<file path="src/rtl/d_kes_dc_sequencer_pkg.sv">
// rtl/d_kes_dc_sequencer_pkg.sv - shared KES discrepancy-computation parameters and state encoding
//
// Purpose: field width, PE count, iteration count and the one-hot state
// encoding used by the DC sequencer and its benches.
// Ports: none (package).

package d_kes_dc_sequencer_pkg;

  localparam int GF_ORDER = 12;  // GF(2^m) symbol width
  localparam int NUM_PE   = 15;  // number of PE_DC instances (T+1)
  localparam int T        = 14;  // BM iterations per codeword
  localparam int CNT_W    = 4;   // iteration counter width

  // One-hot: each output is a single-bit decode of a state flop.
  typedef enum logic [4:0] {
    ST_IDLE = 5'b00001,
    ST_EXEC = 5'b00010,
    ST_ACC  = 5'b00100,
    ST_OUT  = 5'b01000,
    ST_DONE = 5'b10000
  } dc_state_t;

endpackage

</file>
<file path="src/rtl/d_kes_dc_sequencer_xor_tree.sv">
// rtl/d_kes_dc_sequencer_xor_tree.sv - N-input GF(2^m) adder (bitwise XOR reduction)
//
// Purpose: sums NUM_IN symbols of W bits in GF(2^m); addition is XOR.
// Ports:
//   i_data  in  NUM_IN*W  concatenated symbols, symbol j at [j*W +: W]
//   o_sum   out W         XOR of all symbols (combinational)

module d_kes_dc_sequencer_xor_tree #(
  parameter int NUM_IN = 15,
  parameter int W      = 12
) (
  input  logic [NUM_IN*W-1:0] i_data,
  output logic [W-1:0]        o_sum
);

  always_comb begin
    o_sum = '0;
    for (int j = 0; j < NUM_IN; j++) begin
      o_sum = o_sum ^ i_data[j*W +: W];
    end
  end

endmodule

</file>
<file path="src/rtl/d_kes_dc_sequencer.sv">
// rtl/d_kes_dc_sequencer.sv - KES discrepancy-computation PE array sequencer
//
// Purpose: per BM iteration, strobes the PE_DC array, XOR-sums the PE
// coefficients into the discrepancy and hands it to the update unit over a
// valid/ready handshake; runs T iterations per codeword and pulses done.
// Ports:
//   i_clk            in  1               rising-edge clock
//   i_RESET_KES      in  1               synchronous active-high reset
//   i_stop_dec       in  1               synchronous abort (same effect as reset)
//   i_start          in  1               begin iterations (honoured in IDLE only)
//   i_coef_bus       in  NUM_PE*GF_ORDER PE coefficient outputs
//   o_EXECUTE_PE_DC  out 1               PE execute strobe
//   o_discrepancy    out GF_ORDER        registered discrepancy
//   o_dis_valid      out 1               discrepancy valid
//   i_dis_ready      in  1               update unit accepts discrepancy
//   o_iter_cnt       out CNT_W           current iteration 0..T-1
//   o_busy           out 1               not IDLE
//   o_done           out 1               one-cycle completion pulse

module d_kes_dc_sequencer
  import d_kes_dc_sequencer_pkg::*;
(
  input  logic                       i_clk,
  input  logic                       i_RESET_KES,
  input  logic                       i_stop_dec,
  input  logic                       i_start,
  input  logic [NUM_PE*GF_ORDER-1:0] i_coef_bus,
  output logic                       o_EXECUTE_PE_DC,
  output logic [GF_ORDER-1:0]        o_discrepancy,
  output logic                       o_dis_valid,
  input  logic                       i_dis_ready,
  output logic [CNT_W-1:0]           o_iter_cnt,
  output logic                       o_busy,
  output logic                       o_done
);

  localparam logic [CNT_W-1:0] LAST_ITER = CNT_W'(T - 1);

  dc_state_t           r_state;
  logic [GF_ORDER-1:0] r_dis;
  logic [CNT_W-1:0]    r_iter_cnt;
  logic [GF_ORDER-1:0] w_coef_sum;

  d_kes_dc_sequencer_xor_tree #(
    .NUM_IN (NUM_PE),
    .W      (GF_ORDER)
  ) u_xor_tree (
    .i_data (i_coef_bus),
    .o_sum  (w_coef_sum)
  );

  always_ff @(posedge i_clk) begin
    if (i_RESET_KES || i_stop_dec) begin
      r_state    <= ST_IDLE;
      r_dis      <= '0;
      r_iter_cnt <= '0;
    end else begin
      unique case (r_state)
        ST_IDLE: begin
          if (i_start) begin
            r_state    <= ST_EXEC;
            r_iter_cnt <= '0;
          end
        end
        // PEs latch their inputs at the end of the strobe cycle.
        ST_EXEC: r_state <= ST_ACC;
        // PE coefficients are valid one cycle after the strobe.
        ST_ACC: begin
          r_dis   <= w_coef_sum;
          r_state <= ST_OUT;
        end
        // Hold r_dis until accepted; zero discrepancies are not skipped.
        ST_OUT: begin
          if (i_dis_ready) begin
            if (r_iter_cnt == LAST_ITER) begin
              r_state <= ST_DONE;
            end else begin
              r_iter_cnt <= r_iter_cnt + 1'b1;
              r_state    <= ST_EXEC;
            end
          end
        end
        ST_DONE: begin
          r_state    <= ST_IDLE;
          r_iter_cnt <= '0;
        end
        default: r_state <= ST_IDLE;
      endcase
    end
  end

  // Outputs decode flops only: no input-to-output combinational path.
  assign o_EXECUTE_PE_DC = (r_state == ST_EXEC);
  assign o_dis_valid     = (r_state == ST_OUT);
  assign o_done          = (r_state == ST_DONE);
  assign o_busy          = (r_state != ST_IDLE);
  assign o_discrepancy   = r_dis;
  assign o_iter_cnt      = r_iter_cnt;

endmodule

</file>
<file path="config.mk">
export PLATFORM = sky130hd
export DESIGN_NAME = d_kes_dc_sequencer
export DESIGN_NICKNAME = d
export VERILOG_FILES = /design/src/rtl/d_kes_dc_sequencer_pkg.sv /design/src/rtl/d_kes_dc_sequencer_xor_tree.sv /design/src/rtl/d_kes_dc_sequencer.sv
export SDC_FILE = /design/constraint.sdc
export NUM_CORES = 1
export LEC_CHECK = 0
export CORE_MARGIN = 3
export CORE_UTILIZATION = 30
export DETAILED_ROUTE_END_ITERATION = 8
export GPL_ROUTABILITY_DRIVEN = 0
export GPL_TIMING_DRIVEN = 0
export PLACE_DENSITY = 0.79
export SLEW_MARGIN = 10
export SYNTH_ARGS = -nofsm -noshare
export SYNTH_HDL_FRONTEND = slang
export SYNTH_HIERARCHICAL = 1
export SYNTH_SLANG_ARGS = --single-unit
export TNS_END_PERCENT = 20
</file>
<file path="constraint.sdc">
create_clock -name i_clk -period 3.35 [get_ports i_clk]
set_input_delay 1.005 -clock i_clk [delete_from_list [all_inputs] [get_ports i_clk]]
set_output_delay 1.005 -clock i_clk [all_outputs]
set_load 0.02 [all_outputs]
</file>
# Yosys cells after proc, flatten, opt, wreduce, memory -nomap -nowiden
# Index checks and enable logic that the tools add are counted.
[totals]
mem_count = 0
input_bits = 185
register_bits = 21
word_cells = 40
ram_bits = 0
latch_bits = 0
out_inout_bits = 20
mem_bits_ro = 0
[op_classes]
div = 0
n_eq_ne = 10
n_bitwise = 14
n_mul = 0
muxes = 8
shift = 0
add_sub_neg = 1
reduce_logical = 4
magnitude_cmp = 0
[op_table]
columns = ["operator", "count"]
rows = [
  ["12-bit XOR", 14],
  ["5-bit case mux with 4 select lines", 1],
  ["5-bit 2-to-1 mux", 3],
  ["4-bit 2-to-1 mux", 3],
  ["4-bit case mux with 3 select lines", 1],
  ["5-bit by 1-bit == test with 1-bit output, second input constant", 1],
  ["5-bit by 2-bit == test with 1-bit output, second input constant", 1],
  ["5-bit by 3-bit == test with 1-bit output, second input constant", 1],
  ["5-bit by 4-bit == test with 1-bit output, second input constant", 1],
  ["5-bit == test, second input constant", 1],
  ["5-bit by 1-bit inequality test with 1-bit output, second input constant", 1],
  ["4-bit by 1-bit adder with 4-bit output, second input constant", 1],
  ["4-bit == test, second input constant", 1],
  ["2-bit inequality test, second input constant", 2],
  ["4-bit AND reduction", 1],
  ["3-bit nonzero test", 1],
  ["2-bit by 1-bit inequality test with 1-bit output, second input constant", 1],
  ["2-bit AND reduction", 1],
  ["1-bit logical OR", 1],
]

# Logic depth before layout (Yosys ltp)
[depth]
ltp_word = 14
depth_mapped = 6
mapped_depth_nobuf = 6

# Cells and area by module
# Netlist, hierarchy kept.
[modules_own_cells]
columns = ["module", "cells_per_inst", "n_inst", "seq_area_each_um2", "area_per_inst_um2"]
rows = [
  ["d_kes_dc_sequencer_xor_tree", 132, 1, 0.0, 1651.6],
  ["d_kes_dc_sequencer", 103, 1, 420.4, 1038.5],
]

# Worst setup path before layout
# OpenSTA, ideal clock, no wires.
[synth_timing]
path_kind = "reg-to-output"
start = "reg r_state[4]"
end = "out o_busy"
path_buffers = 2
arrival_ns = 1.254
path_slack_ns = 1.091
path_stages_with_launch = 5
required_time_ns = 2.345
path_cell_list = "dfxtp_1 -> buf_6 -> or3_4 -> buf_6 -> or2_1"
[synth_via]
elab_chain_len = 1
[synth_rtl]
columns = ["element", "line", "rtl"]
rows = [
  ["from (decl)", "d_kes_dc_sequencer.sv:39", "dc_state_t r_state;"],
  ["from (signal assigned)", "d_kes_dc_sequencer.sv:54", "r_state <= ST_IDLE;"],
  ["from (signal assigned)", "d_kes_dc_sequencer.sv:61", "r_state <= ST_EXEC;"],
  ["from (signal assigned)", "d_kes_dc_sequencer.sv:66", "ST_EXEC: r_state <= ST_ACC;"],
  ["5-bit by 1-bit inequality test with 1-bit output", "d_kes_dc_sequencer.sv:96", "assign o_busy = (r_state != ST_IDLE);"],
  ["to (decl)", "d_kes_dc_sequencer.sv:33", "output logic o_busy,"],
]
# Every way passes these cells.

# Worst setup path after layout
[layout_timing]
start = "reg r_state[4]"
end = "out o_dis_valid"
[layout_via]
elab_chain_len = 1
[layout_rtl]
columns = ["element", "line", "rtl"]
rows = [
  ["5-bit by 4-bit == test with 1-bit output", "d_kes_dc_sequencer.sv:94", "assign o_dis_valid = (r_state == ST_OUT);"],
  ["to (decl)", "d_kes_dc_sequencer.sv:30", "output logic o_dis_valid,"],
]
# Every way passes these cells.

==> key figures <==
Status
  – Outcome: finished, final reports clean

Worst setup path
  – Reg2Reg Launch Point: r_state[3]
  – Critical Path Max Stage Delay: 0.64 ns
  – Setup CP Type: reg2out
  – Most used cell, CP: buf_6
  – R2r endpoint: o_discrepancy[9]
  – CP Capture Type: primary output
  – Reg2Reg Setup Slack: 1.63 ns
  – Data required, critical path: 2.34 ns
  – Max stage delay cell, worst path: clkdlybuf4s50_1
  – Critical Path, Cell by Cell: buf_6, or3_4, buf_6, nor2_2, clkdlybuf4s50_1
  – CP top delay family: buffers and inverters
  – CP max FO: 8
  – CP arrival: 2.06 ns
  – CP startpoint kind: register
  – Worst reg2reg path depth: 5
  – WP buf/inv: 3

Placed design
  – Setup WS pre-CTS: 0.5799 ns
  – IO buf count: 204
  – Detail Placement HPWL: 7220 microns

Power and ir drop
  – Comb pwr share: 63.8%
  – Switch Pwr: 0.2910 mW
  – Internal power: 0.8799 mW
  – Total Power: 1.171 mW
  – Switching Fraction: 24.85%
  – Sequential power share: 21.6%
  – IR drop worst, VDD: 0.0001539 V
  – Clk network pwr share: 14.7%
  – PwrDens: 238.5 nW/um^2
  – Pleak: 1.936 nW

STA
  – RSZ-0062 raised after global routing: no
  – Crit path time final: 3.068 ns
  – Hold slack: 0.4943 ns
  – Final period utilization: 91.58%
  – Final Max Slew Viols: 0
  – Max Clk Rate: 0.3260 GHz
  – Max_slew headroom: 57.45%
  – Setup TNS: 0 ns
  – Clk_skew: 0.004680 ns
  – Setup violators final: 0
  – Fin. Hold Viols: 0
  – Worst Tran Pin Value: 0.6284 ns
  – Post-route setup slack: 0.2822 ns

Hold path
  – Hold endpoint: o_discrepancy[1]
  – Hold wc startpoint: o_discrepancy[1]
  – Hold Path Stages: 2
  – Worst hold path class: reg2reg

Finish
  – Final Util: 58.00%
  – Number of diodes: 0
  – Layout cells sized above 1: 4.063%
  – Area grow syn2layout: 82.51%
  – Final net count: 631

CTS
  – CTS hold repair buffers: 0
  – CTS Root Cell: clkbuf_8
  – Reg clk slew, reported paths: 0.08 ns
  – Setup Buffers After CTS: 0
  – H-tree depth: 1
  – TritonCTS buffer count: 3
  – Clock sinks: 21
  – Clock tree buffer depth: 2
  – CTS resizes: 0
  – Latest clock arrival within the worst-skew pair: 0.26 ns
  – CTS tree: yes

Die
  – Die area: 10,140 sq um
  – I/O pin total: 205
  – Die Span Y: 100.7 microns
  – Starting Density: 31.78%
  – DIE WIDTH: 100.7 microns
  – # rows: 33
  – Core area: 8464 sq um

Global routing
  – Overall Global Routing Usage: 15.40%
  – Initial antenna violation count: 0
  – First-pass GRT wire length: 12,540 microns
  – Number of global-route vias before repair: 2,621
  – Pin count of the biggest net entering global routing: 13
  – Grt total ovfl: 0

Logic synthesis
  – Post-synthesis async set-or-reset flop share: 0%
  – Sequential area share after synthesis: 15.63%
  – Synth Instances: 235
  – Yosys warnings: 6
  – Number of distinct library cells after synthesis: 40
  – Yosys reg bits: 21
  – Syn_nets: 422
  – Ys flop type: dfxtp_1
  – Avg Cell Area, Syn: 11.45 sq um
  – Area of the mapped netlist: 2690 sq um
  – EDFF count, synth: 0

Routing
  – Via count: 2,396
  – Routed wire per std cell: 14.79 microns
  – Detailed-route wire length: 8106 microns
  – Residual DRC: 0
  – DR vias/cell: 4.372
  – Initial DRC count: 24
  – Final antenna-violating net count: 0
  – DR pass1 iterations: 4

Job
  – Max-cap viol count: 0
[cell type report]
| type | count | area (sq um) |
|---|---|---|
| buffer | 6 | 56.30 |
| clock buffer | 3 | 41.29 |
| clock inverter | 1 | 5.005 |
| fill | 740 | 3555 |
| inverter | 3 | 11.26 |
| multi-input combinational | 205 | 2202 |
| sequential | 21 | 420.4 |
| tap | 105 | 131.4 |
| timing repair buffer | 204 | 2042 |
[power groups by stage]
| stage | Sequential, mW | Clock [mW] | Combinational, mW |
|---|---|---|---|
| 2_1_floorplan | 0.258 | 0 | 0.462 |
| 3_3_place_gp | 0.258 | 0 | 0.746 |
| 3_5_place_dp | 0.259 | 0 | 0.756 |
| 4_1_cts | 0.253 | 0.182 | 0.759 |
| 5_1_grt | 0.253 | 0.191 | 0.801 |
| 6_report | 0.253 | 0.172 | 0.747 |
[layout by cell type, fill, tap and decap left out, types with 2 or more instances in the layout]
cell type        count
buf_6                3
dfxtp_1             21
ha_1                 2
inv_1                3
a211o_1              2
nand2_1              3
xnor2_1             84
xor2_1              13
mux2i_1             13
nand3_1              2
xnor3_1             36
nand3b_1             2
o21ai_1              2
clkdlybuf4s50_1    204
clkbuf_1             2
nand2b_1             2
clkbuf_8             3
nor2_1              17
nor3_1               5
[worst register-to-register path: cells and delay by family, from the launching register on]
kind,cells,cell delay [ns]
simple gates,3,0.81
buf+inv,1,0.18
flops,1,0.39
mux,1,0.21
[worst max-delay path by stage]
stage                  end       start  slack (ns)  cells after the start
6_report       o_dis_valid  r_state[4]        0.28                      5
5_1_grt        o_dis_valid  r_state[4]        0.21                      5
4_1_cts             o_busy  r_state[4]        0.27                      5
3_5_place_dp        o_busy  r_state[4]        0.58                      5
3_3_place_gp   o_dis_valid  r_state[4]        0.57                      5
2_1_floorplan       o_busy  r_state[4]        1.09                      4
[cell families (layout without fill, tap and decap cells)]
group | count (synthesis) | in the layout | share of synthesized area, %
xor+xnor | 133 | 133 | 61.72
simple gates | 43 | 43 | 9.535
flops | 21 | 21 | 15.63
compound gates | 14 | 14 | 4.837
mux | 13 | 13 | 4.837
buf+inv | 9 | 217 | 2.511
fa+ha+maj | 2 | 2 | 0.9301
[state kept, by name, indices dropped and copies added (netlist names)]
| name | cells |
|---|---|
| r_state | 5 |
| o_discrepancy | 12 |
| o_iter_cnt | 4 |
[stage by stage]
| stage | std cells | instance area [sq um] |
|---|---|---|
| detailed placement | 544 | 4863 |
| global route | 548 | 4910 |
| global placement | 544 | 4863 |
| CTS | 548 | 4910 |
| finish | 548 | 4910 |
| floorplan | 235 | 2690 |
[synthesized netlist by cell type (2+ instances only)]
library cell / count / area (sq um)
xnor2_1: 84 / 735.7
xnor3_1: 36 / 810.8
dfxtp_1: 21 / 420.4
nor2_1: 17 / 63.81
mux2i_1: 13 / 130.1
xor2_1: 13 / 113.9
nor3_1: 5 / 25.02
buf_6: 3 / 33.78
inv_1: 3 / 11.26
nand2_1: 3 / 11.26
a211o_1: 2 / 17.52
clkbuf_1: 2 / 7.510
ha_1: 2 / 25.02
nand2b_1: 2 / 12.51
nand3_1: 2 / 10.01
nand3b_1: 2 / 15.01
o21ai_1: 2 / 10.01
[metal layers]
metal	vias up	part of all wire (%)	GRT usage [%]
li1	1208	-	-
met1	1086	34	16.45
met2	96	55	30.78
met3	6	9.8	2.630
met4	0	0.95	3.627
met5	-	0	0
No activity file was read; power rests on OpenSTA's default activity.
